<file path="config.mk">
export PLATFORM = sky130hd
export DESIGN_NAME = mem_stage
export DESIGN_NICKNAME = d
export VERILOG_FILES = /design/src/rtl/mem_stage.sv
export SDC_FILE = /design/constraint.sdc
export NUM_CORES = 1
export LEC_CHECK = 0
export ABC_AREA = 1
export BUFFER_PORTS_ARGS = -buffer_cell sky130_fd_sc_hd__buf_4
export CORE_ASPECT_RATIO = 0.5
export CORE_MARGIN = 8
export CORE_UTILIZATION = 45
export DETAILED_ROUTE_END_ITERATION = 7
export PLACE_DENSITY = 0.89
export RECOVER_POWER = 100
export REMOVE_ABC_BUFFERS = 1
export SYNTH_ARGS = -nofsm -noshare
export SYNTH_HDL_FRONTEND = slang
export SYNTH_SLANG_ARGS = --single-unit
</file>
<file path="constraint.sdc">
create_clock -name clk_i -period 5.02 [get_ports clk_i]
set_input_delay 0.251 -clock clk_i [delete_from_list [all_inputs] [get_ports clk_i]]
set_output_delay 0.251 -clock clk_i [all_outputs]
set_load 0.02 [all_outputs]
</file>
<file path="src/rtl/mem_stage.sv">
// MEM pipeline stage: accepts instructions from EXE, issues data-SRAM requests in
// the accept cycle, aligns/extends load data and holds it across WB back-pressure.
// Optional feature macro: MEM_ALIGN_CHECK_EN (misaligned access detection).
module mem_stage #(
  parameter int unsigned Xlen = 32,
  parameter int unsigned RfAw = 5
) (
  input  logic                 clk_i,
  input  logic                 resetn_i,
  // EXE -> MEM
  input  logic                 exe_to_mem_valid_i,
  output logic                 mem_allowin_o,
  input  logic [Xlen-1:0]      exe_pc_i,
  input  logic [Xlen-1:0]      exe_result_i,
  input  logic                 exe_res_from_mem_i,
  input  logic [7:0]           exe_mem_all_i,
  input  logic [Xlen-1:0]      exe_rkd_value_i,
  input  logic [RfAw:0]        exe_rf_all_i,
  // data SRAM
  output logic                 data_sram_en_o,
  output logic [3:0]           data_sram_we_o,
  output logic [Xlen-1:0]      data_sram_addr_o,
  output logic [Xlen-1:0]      data_sram_wdata_o,
  input  logic [Xlen-1:0]      data_sram_rdata_i,
  // MEM -> WB
  input  logic                 wb_allowin_i,
  output logic                 mem_to_wb_valid_o,
  output logic                 mem_valid_o,
  output logic [Xlen-1:0]      mem_pc_o,
  output logic [Xlen-1:0]      mem_final_result_o,
  output logic [RfAw:0]        mem_rf_all_o,
  output logic [RfAw+Xlen+1:0] mem_fwd_all_o,
  output logic                 mem_ale_o
);

  typedef enum logic [1:0] {StIdle, StLive, StHeld} rd_state_e;

  // Decoded memory-op fields
  logic mem_we, ld_b, ld_h, ld_w, ld_se, st_b, st_h, st_w;
  assign {mem_we, ld_b, ld_h, ld_w, ld_se, st_b, st_h, st_w} = exe_mem_all_i;

  logic mem_valid_q;
  logic accept;
  logic ale_in;

  assign mem_allowin_o = ~mem_valid_q | wb_allowin_i;
  // Reset gates the accept so no SRAM request leaks out while held in reset.
  assign accept        = exe_to_mem_valid_i & mem_allowin_o & resetn_i;

`ifdef MEM_ALIGN_CHECK_EN
  assign ale_in = ((ld_h | st_h) & exe_result_i[0]) | ((ld_w | st_w) & (|exe_result_i[1:0]));
`else
  assign ale_in = 1'b0;
`endif

  // SRAM request generation: strobes and replicated store data
  always_comb begin
    data_sram_en_o    = accept & (exe_res_from_mem_i | mem_we);
    data_sram_addr_o  = {exe_result_i[Xlen-1:2], 2'b00};
    data_sram_we_o    = 4'b0000;
    data_sram_wdata_o = exe_rkd_value_i;
    if (st_b) begin
      data_sram_wdata_o = {4{exe_rkd_value_i[7:0]}};
    end else if (st_h) begin
      data_sram_wdata_o = {2{exe_rkd_value_i[15:0]}};
    end
    if (accept && mem_we && !ale_in) begin
      if (st_w) begin
        data_sram_we_o = 4'b1111;
      end else if (st_h) begin
        data_sram_we_o = exe_result_i[1] ? 4'b1100 : 4'b0011;
      end else if (st_b) begin
        data_sram_we_o = 4'b0001 << exe_result_i[1:0];
      end
    end
  end

  // Control registers with reset: valid, rf write info, misalign flag
  logic [RfAw:0] rf_all_q;
  logic          ale_q;
  always_ff @(posedge clk_i) begin
    if (!resetn_i) begin
      mem_valid_q <= 1'b0;
      rf_all_q    <= '0;
      ale_q       <= 1'b0;
    end else begin
      if (mem_allowin_o) begin
        mem_valid_q <= exe_to_mem_valid_i;
      end
      if (accept) begin
        // A misaligned load must not write the register file.
        rf_all_q <= {exe_rf_all_i[RfAw] & ~(exe_res_from_mem_i & ale_in), exe_rf_all_i[RfAw-1:0]};
        ale_q    <= ale_in;
      end
    end
  end

  // Datapath registers: load on accept, no reset needed
  logic [Xlen-1:0] pc_q, result_q;
  logic            res_from_mem_q, ld_se_q;
  logic [2:0]      size_q;
  logic [1:0]      addr_lo_q;
  always_ff @(posedge clk_i) begin
    if (accept) begin
      pc_q           <= exe_pc_i;
      result_q       <= exe_result_i;
      res_from_mem_q <= exe_res_from_mem_i;
      ld_se_q        <= ld_se;
      size_q         <= {ld_b, ld_h, ld_w};
      addr_lo_q      <= exe_result_i[1:0];
    end
  end

  // Read-data hold FSM: tracks where the current load's data lives
  rd_state_e       state_q, state_d;
  logic            buf_we;
  logic [Xlen-1:0] rdata_buf_q;
  logic            next_load;
  assign next_load = accept & exe_res_from_mem_i;

  // Next-state logic for the read-data hold FSM
  always_comb begin
    state_d = state_q;
    buf_we  = 1'b0;
    unique case (state_q)
      StIdle: begin
        if (next_load) state_d = StLive;
      end
      StLive: begin
        if (wb_allowin_i) begin
          state_d = next_load ? StLive : StIdle;
        end else begin
          state_d = StHeld;
          buf_we  = 1'b1;
        end
      end
      StHeld: begin
        if (wb_allowin_i) state_d = next_load ? StLive : StIdle;
      end
      default: state_d = StIdle;
    endcase
  end

  // FSM state register; reset discards any outstanding read
  always_ff @(posedge clk_i) begin
    if (!resetn_i) begin
      state_q <= StIdle;
    end else begin
      state_q <= state_d;
    end
  end

  // Capture SRAM data when WB stalls a live load
  always_ff @(posedge clk_i) begin
    if (buf_we) rdata_buf_q <= data_sram_rdata_i;
  end

  // Load alignment and extension
  logic [Xlen-1:0] raw_rdata, shifted, load_data;
  always_comb begin
    raw_rdata = (state_q == StHeld) ? rdata_buf_q : data_sram_rdata_i;
    shifted   = raw_rdata >> {addr_lo_q, 3'b000};
    unique case (size_q)
      3'b100:  load_data = {{24{ld_se_q & shifted[7]}}, shifted[7:0]};
      3'b010:  load_data = {{16{ld_se_q & shifted[15]}}, shifted[15:0]};
      default: load_data = shifted;
    endcase
  end

  assign mem_valid_o        = mem_valid_q;
  assign mem_to_wb_valid_o  = mem_valid_q;
  assign mem_pc_o           = pc_q;
  assign mem_final_result_o = res_from_mem_q ? load_data : result_q;
  assign mem_rf_all_o       = rf_all_q;
  assign mem_fwd_all_o      = {rf_all_q[RfAw] & mem_valid_q, rf_all_q[RfAw-1:0],
                               mem_final_result_o};
  assign mem_ale_o          = ale_q & mem_valid_q;

endmodule
</file>
# Yosys cells after proc, flatten, opt, wreduce, memory -nomap -nowiden
# Cells that the tools add are included.
[word_totals]
reg_bits = 112
output_inout_bits = 182
wordCells = 48
[op_classes]
n_eq_ne = 6
n_shift = 2
mux = 17
bitwise_logic = 10
n_reduce_logical = 3
[op_table]
columns = ["cell", "n"]
rows = [
  ["2-to-1 mux 32 bit", 4],
  ["one-hot mux 32 bit (2 select lines)", 1],
  [">> shifter 32 x 5 -> 32 bit", 1],
  ["2-to-1 mux 4 bit", 5],
  ["bitwise AND 1 bit", 7],
  ["2-to-1 mux 2 bit", 3],
  ["one-hot mux 2 bit (3 select lines)", 1],
  ["inequality test 2 bit (second input constant)", 2],
  ["<< shifter 1 x 2 -> 4 bit (first input constant)", 1],
  ["equality test 3 x 2 -> 1 bit (second input constant)", 1],
  ["equality test 3 bit (second input constant)", 1],
  ["2-to-1 mux 1 bit", 3],
  ["equality test 2 x 1 -> 1 bit (second input constant)", 1],
  ["equality test 2 bit (second input constant)", 1],
  ["logical NOT 2 bit", 1],
  ["bitwise OR 1 bit", 2],
  ["AND reduction 2 bit", 1],
  ["logical AND 1 bit", 1],
  ["inverter 1 bit", 1],
]

# Depth between registers and ports, before layout
[logic_depth]
depth_word = 8
ltp_mapped = 13
mapped_depth_nobuf = 11

# Worst setup path after synthesis
# No wires, ideal clock.
[synth_path]
kind = "reg2out"
startpoint = "reg mem_valid_q, in the netlist mem_to_wb_valid_o"
endpoint = "out data_sram_we_o[0]"
arrival_ns = 4.858
t_required_ns = 4.769
path_slack_ns = -0.089
path_stages_with_launch = 6
path_buffers = 0
path_cell_list = "dfxtp_1 > nand2_1 > nand2_1 > nor2_1 > nand2_1 > a21oi_1"
[synth_between]
elab_chain_len = 6
[synth_rtl]
columns = ["element", "line", "text"]
rows = [
  ["start: declaration", "42", "logic mem_valid_q;"],
  ["start signal: assignment", "88", "mem_valid_q <= exe_to_mem_valid_i;"],
  ["inverter 1 bit", "46", "assign mem_allowin_o = ~mem_valid_q | wb_allowin_i;"],
  ["bitwise OR 1 bit", "46", ""],
  ["named net mem_allowin_o", "12", "output logic mem_allowin_o,"],
  ["bitwise AND 1 bit (2 in series)", "48", "assign accept = exe_to_mem_valid_i & mem_allowin_o & resetn_i;"],
  ["logical AND 1 bit", "67", "if (accept && mem_we && !ale_in) begin"],
  ["2-to-1 mux 4 bit", "67", ""],
  ["end: declaration", "21", "output logic [3:0] data_sram_we_o,"],
]
# The timed path passes the listed nets, and every way through them passes these cells.

# Worst setup path after layout
[layout_path]
startpoint = "reg state_q[0]"
endpoint = "out mem_final_result_o[20]"
[layout_between]
elab_chain_len = 6
elab_cells_between_ends = 7
cone_classes = "eq/ne: 1; shift: 1; mux: 3; bitwise: 2"
[layout_rtl]
columns = ["element", "line", "text"]
rows = [
  ["start: declaration", "115", "rd_state_e state_q, state_d;"],
  ["start signal: assignment", "147", "state_q <= StIdle;"],
  ["start signal: assignment", "149", "state_q <= state_d;"],
  ["equality test 2 bit (*)", "161", "raw_rdata = (state_q == StHeld) ? rdata_buf_q : data_sram_rdata_i;"],
  ["2-to-1 mux 32 bit (*)", "161", ""],
  [">> shifter 32 x 5 -> 32 bit (*)", "162", "shifted = raw_rdata >> {addr_lo_q, 3'b000};"],
  ["bitwise AND 1 bit, on equally long branches", "165, 164", ""],
  ["one-hot mux 32 bit (2 select lines) (*)", "163", "unique case (size_q)"],
  ["2-to-1 mux 32 bit (*)", "173", "assign mem_final_result_o = res_from_mem_q ? load_data : result_q;"],
  ["end: declaration", "30", "output logic [Xlen-1:0] mem_final_result_o,"],
]
# Every way passes the cells marked *; elsewhere a longest branch is shown, timed or not.

==> reports/metrics.yaml <==
clock_network:
  cts_hold_buffers: 0
  clkSinkCount: 110
  cts_tree: "built"
  post_cts_buffers: 0
  insertion_delay_ns: 0.34
  cts_resized: 0
  htree_levels: 3
  clkTransAtPathRegs_ns: 0.08
  cts_buffers: 9
  clock_path_buffers: 2
  clockRootBuffer: "clkbuf_16"
critical_path:
  regToRegStartpoint: "mem_to_wb_valid_o$_SDFFE_PN0N_"
  cp-end-kind: "primary output"
  start_kind: "register"
  r2r_slack_ns: 1.93
  criticalPathCategory: "reg -> out"
  cp.arrival_ns: 3.69
  cp_max_fo: 42
  cp.required_ns: 4.77
  r2r_end: "state_q[0]$_SDFFE_PN0P_"
  reg2reg_depth: 6
floorplan:
  rows: 30
  num_io_pins: 329
  die_h_um: 98.8
  core_region_area_sq_um: 13500
  die_w_um: 182
  initial_utilization_pct: 45.8
  die-area_sq_um: 17900
timing:
  fin_skew_ns: 0.00748
  fmax_ghz: 0.254
  worstMarginPinSlew_ns: 1.78
  hold_viol_final: 0
  period_needed_ns: 3.94
  drv_slew: 51
  whs_ns: 0.0994
  setup_viol: 0
  max_slew_margin_pct: -18.4
  grt_setup_unrepaired: "false"
  period_share_pct: 78.4
final_layout:
  fin_area_sq_um: 7600
  final_cells: 1117
  area_delta_synth_final_pct: 23.1
  antenna_cells: 0
  final_net_count: 1083
  drive_above_1_share_pct: 17.2
  final_util_pct: 56.4
synthesis:
  muxShareOfSynthArea_pct: 1.46
  synthAdderAreaFrac_pct: 0
  synth_compound_area_share_pct: 5.17
  netlist_area_sq_um: 6170
  avgSynthCellArea_sq_um: 8.73
  ys_types: 25
  synthXorXnorAreaFrac_pct: 0
  ys_seq_elements: 110
  synthSimpleGateAreaFrac_pct: 24.6
  synth_top_family_by_area: "simple AND/OR/NAND/NOR gates"
  ys_seq_area_share_pct: 52.0
  ys_warn_count: 0
  synth_cells: 707
global_route:
  gr-total-overflow: 0
  grt_antenna_before_repair: 0
  grt_usage_pct: 21.4
  grt_max_degree: 56
  grt_pass1_wl_mm: 30.8
  grt_pass1_vias: 5920
drt:
  drt_drc_violations_left: 0
  drt_iter0_markers: 409
  vias_per_cell: 5.06
  ant_nets: 0
  wl_mm: 20.1
  first_pass_iters: 5
  wl_per_cell_um: 18.0
  vias: 5653
pwr:
  ir_worst_vdd_v: 0.000144
  clockPowerShare_pct: 33.7
  p_int_uw: 1630
  leakage_uw: 0.00329
  switchingPower_uw: 650
  p_sw_share_pct: 28.5
  p_comb_share_pct: 20.1
  power_uw: 2280
  cellPowerDensity_nw_per_um2: 300
  p_seq_share_pct: 46.2
worst_hold_path:
  hold_start: "exe_pc_i[0]"
  hold_class: "in -> reg"
  hold_depth: 1
  min_to: "mem_pc_o[0]$_DFFE_PN_"
place:
  place_congestion: 0.848
  dp_cells: 1101
  dpl-instance-area_sq_um: 8090
  io_buffers: 324
  hpwlAfterDp_mm: 15.8
outcome:
  outcome: "complete, but fails checks"
  failed_checks: "capacitance limit, slew limit"
flow_run:
  maxCapViolations: 2
[routing by layer]
metal / up-vias / track usage (%) / wire length (um)
met2: 266 / 41.8 / 11000
met4: 0 / 6.07 / 385
met1: 2656 / 22.1 / 7270
met3: 30 / 6.09 / 1450
li1: 2701 / - / -
met5: - / 0 / 0
[worst max-delay path, stage by stage (launching register included)]
cell      delay, ns
dfxtp_1        0.32
inv_1          0.64
nand2_2        0.70
nand2_1        0.25
nand3_1        0.12
nand2_1        0.13
nand3_1        0.44
nand3_1        0.28
nand2_1        0.08
inv_1          0.08
clkbuf_1       0.29
[placed cells by master (no fill, tap or decap), drive strengths merged]
| cell | instances |
|---|---|
| a21oi | 25 |
| buf | 52 |
| bufinv | 2 |
| clkbuf | 285 |
| clkinv | 3 |
| clkinvlp | 1 |
| conb | 4 |
| dfxtp | 9 |
| edfxtp | 101 |
| inv | 64 |
| mux2 | 8 |
| nand2 | 166 |
| nand3 | 93 |
| nand3b | 3 |
| nor2 | 70 |
| nor3 | 3 |
| nor4 | 1 |
| o211ai | 2 |
| o21ai | 27 |
| o221ai | 5 |
| or2 | 17 |
[power by group through the flow]
stage	Clock, uW	Sequential, uW	Combinational, uW
floorplan	0	1100	207
global placement	0	1070	537
detailed placement	0	1070	549
CTS	780	1050	551
global route	809	1060	497
finish	766	1050	458
[per-stage QoR]
| step | setup slack (ns) | setup TNS [ns] |
|---|---|---|
| 5_1_grt | 0.631 | 0 |
| 6_report | 1.08 | 0 |
| 3_5_place_dp | 1.96 | 0 |
| 2_1_floorplan | -0.185 | -0.591 |
| 3_3_place_gp | 2.01 | 0 |
| 4_1_cts | 1.58 | 0 |
[worst max path at each step]
stage                                        start                endpoint  slack [ns]  cells after the start
CTS                          result_q[0]$_DFFE_PN_  mem_final_result_o[12]        1.58                      8
floorplan           mem_to_wb_valid_o$_SDFFE_PN0N_       data_sram_we_o[0]       -0.18                      5
global placement             result_q[0]$_DFFE_PN_  mem_final_result_o[12]        2.01                      8
global route               state_q[0]$_SDFFE_PN0P_       mem_fwd_all_o[27]        0.63                     10
finish                     state_q[0]$_SDFFE_PN0P_  mem_final_result_o[20]        1.08                     10
detailed placement           result_q[0]$_DFFE_PN_  mem_final_result_o[12]        1.96                      8
[Yosys cell counts]
| master | count | share of area (%) |
|---|---|---|
| nand2_1 | 165 | 10 |
| edfxtp_1 | 101 | 49 |
| nand3_1 | 91 | 7.4 |
| buf_4 | 84 | 10 |
| nor2_1 | 68 | 4.1 |
| inv_1 | 61 | 3.7 |
| o21ai_0 | 27 | 2.2 |
| a21oi_1 | 25 | 2.0 |
| or2_2 | 17 | 1.7 |
| buf_2 | 12 | 0.97 |
| clkbuf_1 | 12 | 0.73 |
| dfxtp_1 | 9 | 2.9 |
| mux2_2 | 8 | 1.5 |
| buf_6 | 5 | 0.91 |
| o221ai_1 | 5 | 0.71 |
| nand3b_1 | 3 | 0.36 |
| nor3_1 | 3 | 0.24 |
| nand3_2 | 2 | 0.32 |
| nor2_2 | 2 | 0.20 |
| o211ai_1 | 2 | 0.24 |
| clkinv_1 | 1 | 0.061 |
| conb_1 | 1 | 0.061 |
| inv_2 | 1 | 0.061 |
| nand2_2 | 1 | 0.10 |
| nor4_1 | 1 | 0.10 |
[sequential cells by signal, summed over array words and instances, names as in the netlist]
| name | flops |
|---|---|
| result_q | 32 |
| rdata_buf_q | 32 |
| size_q | 3 |
| mem_to_wb_valid_o | 1 |
| mem_rf_all_o | 6 |
| res_from_mem_q | 1 |
| state_q | 2 |
| ld_se_q | 1 |
| mem_pc_o | 32 |
[final cells by class]
| class | count | area, sq um |
|---|---|---|
| multi-input cells | 424 | 1930 |
| repair buffers | 328 | 1680 |
| clock buffers | 9 | 225 |
| flip-flops and latches | 110 | 3210 |
| clock inverters | 7 | 95.1 |
| fillers | 1353 | 5880 |
| inverters | 63 | 236 |
| well taps | 176 | 220 |
[logic make-up (layout without fill, tap and decap cells)]
family                 count (synthesis)  after routing
AOI/OAI and AO/OA                     59             59
and+or+nand+nor                      353            353
other                                  1              4
muxes                                  8              8
DFF                                  110            110
buffers and inverters                176            407
Note: power is estimated with default switching activity, not from simulation.
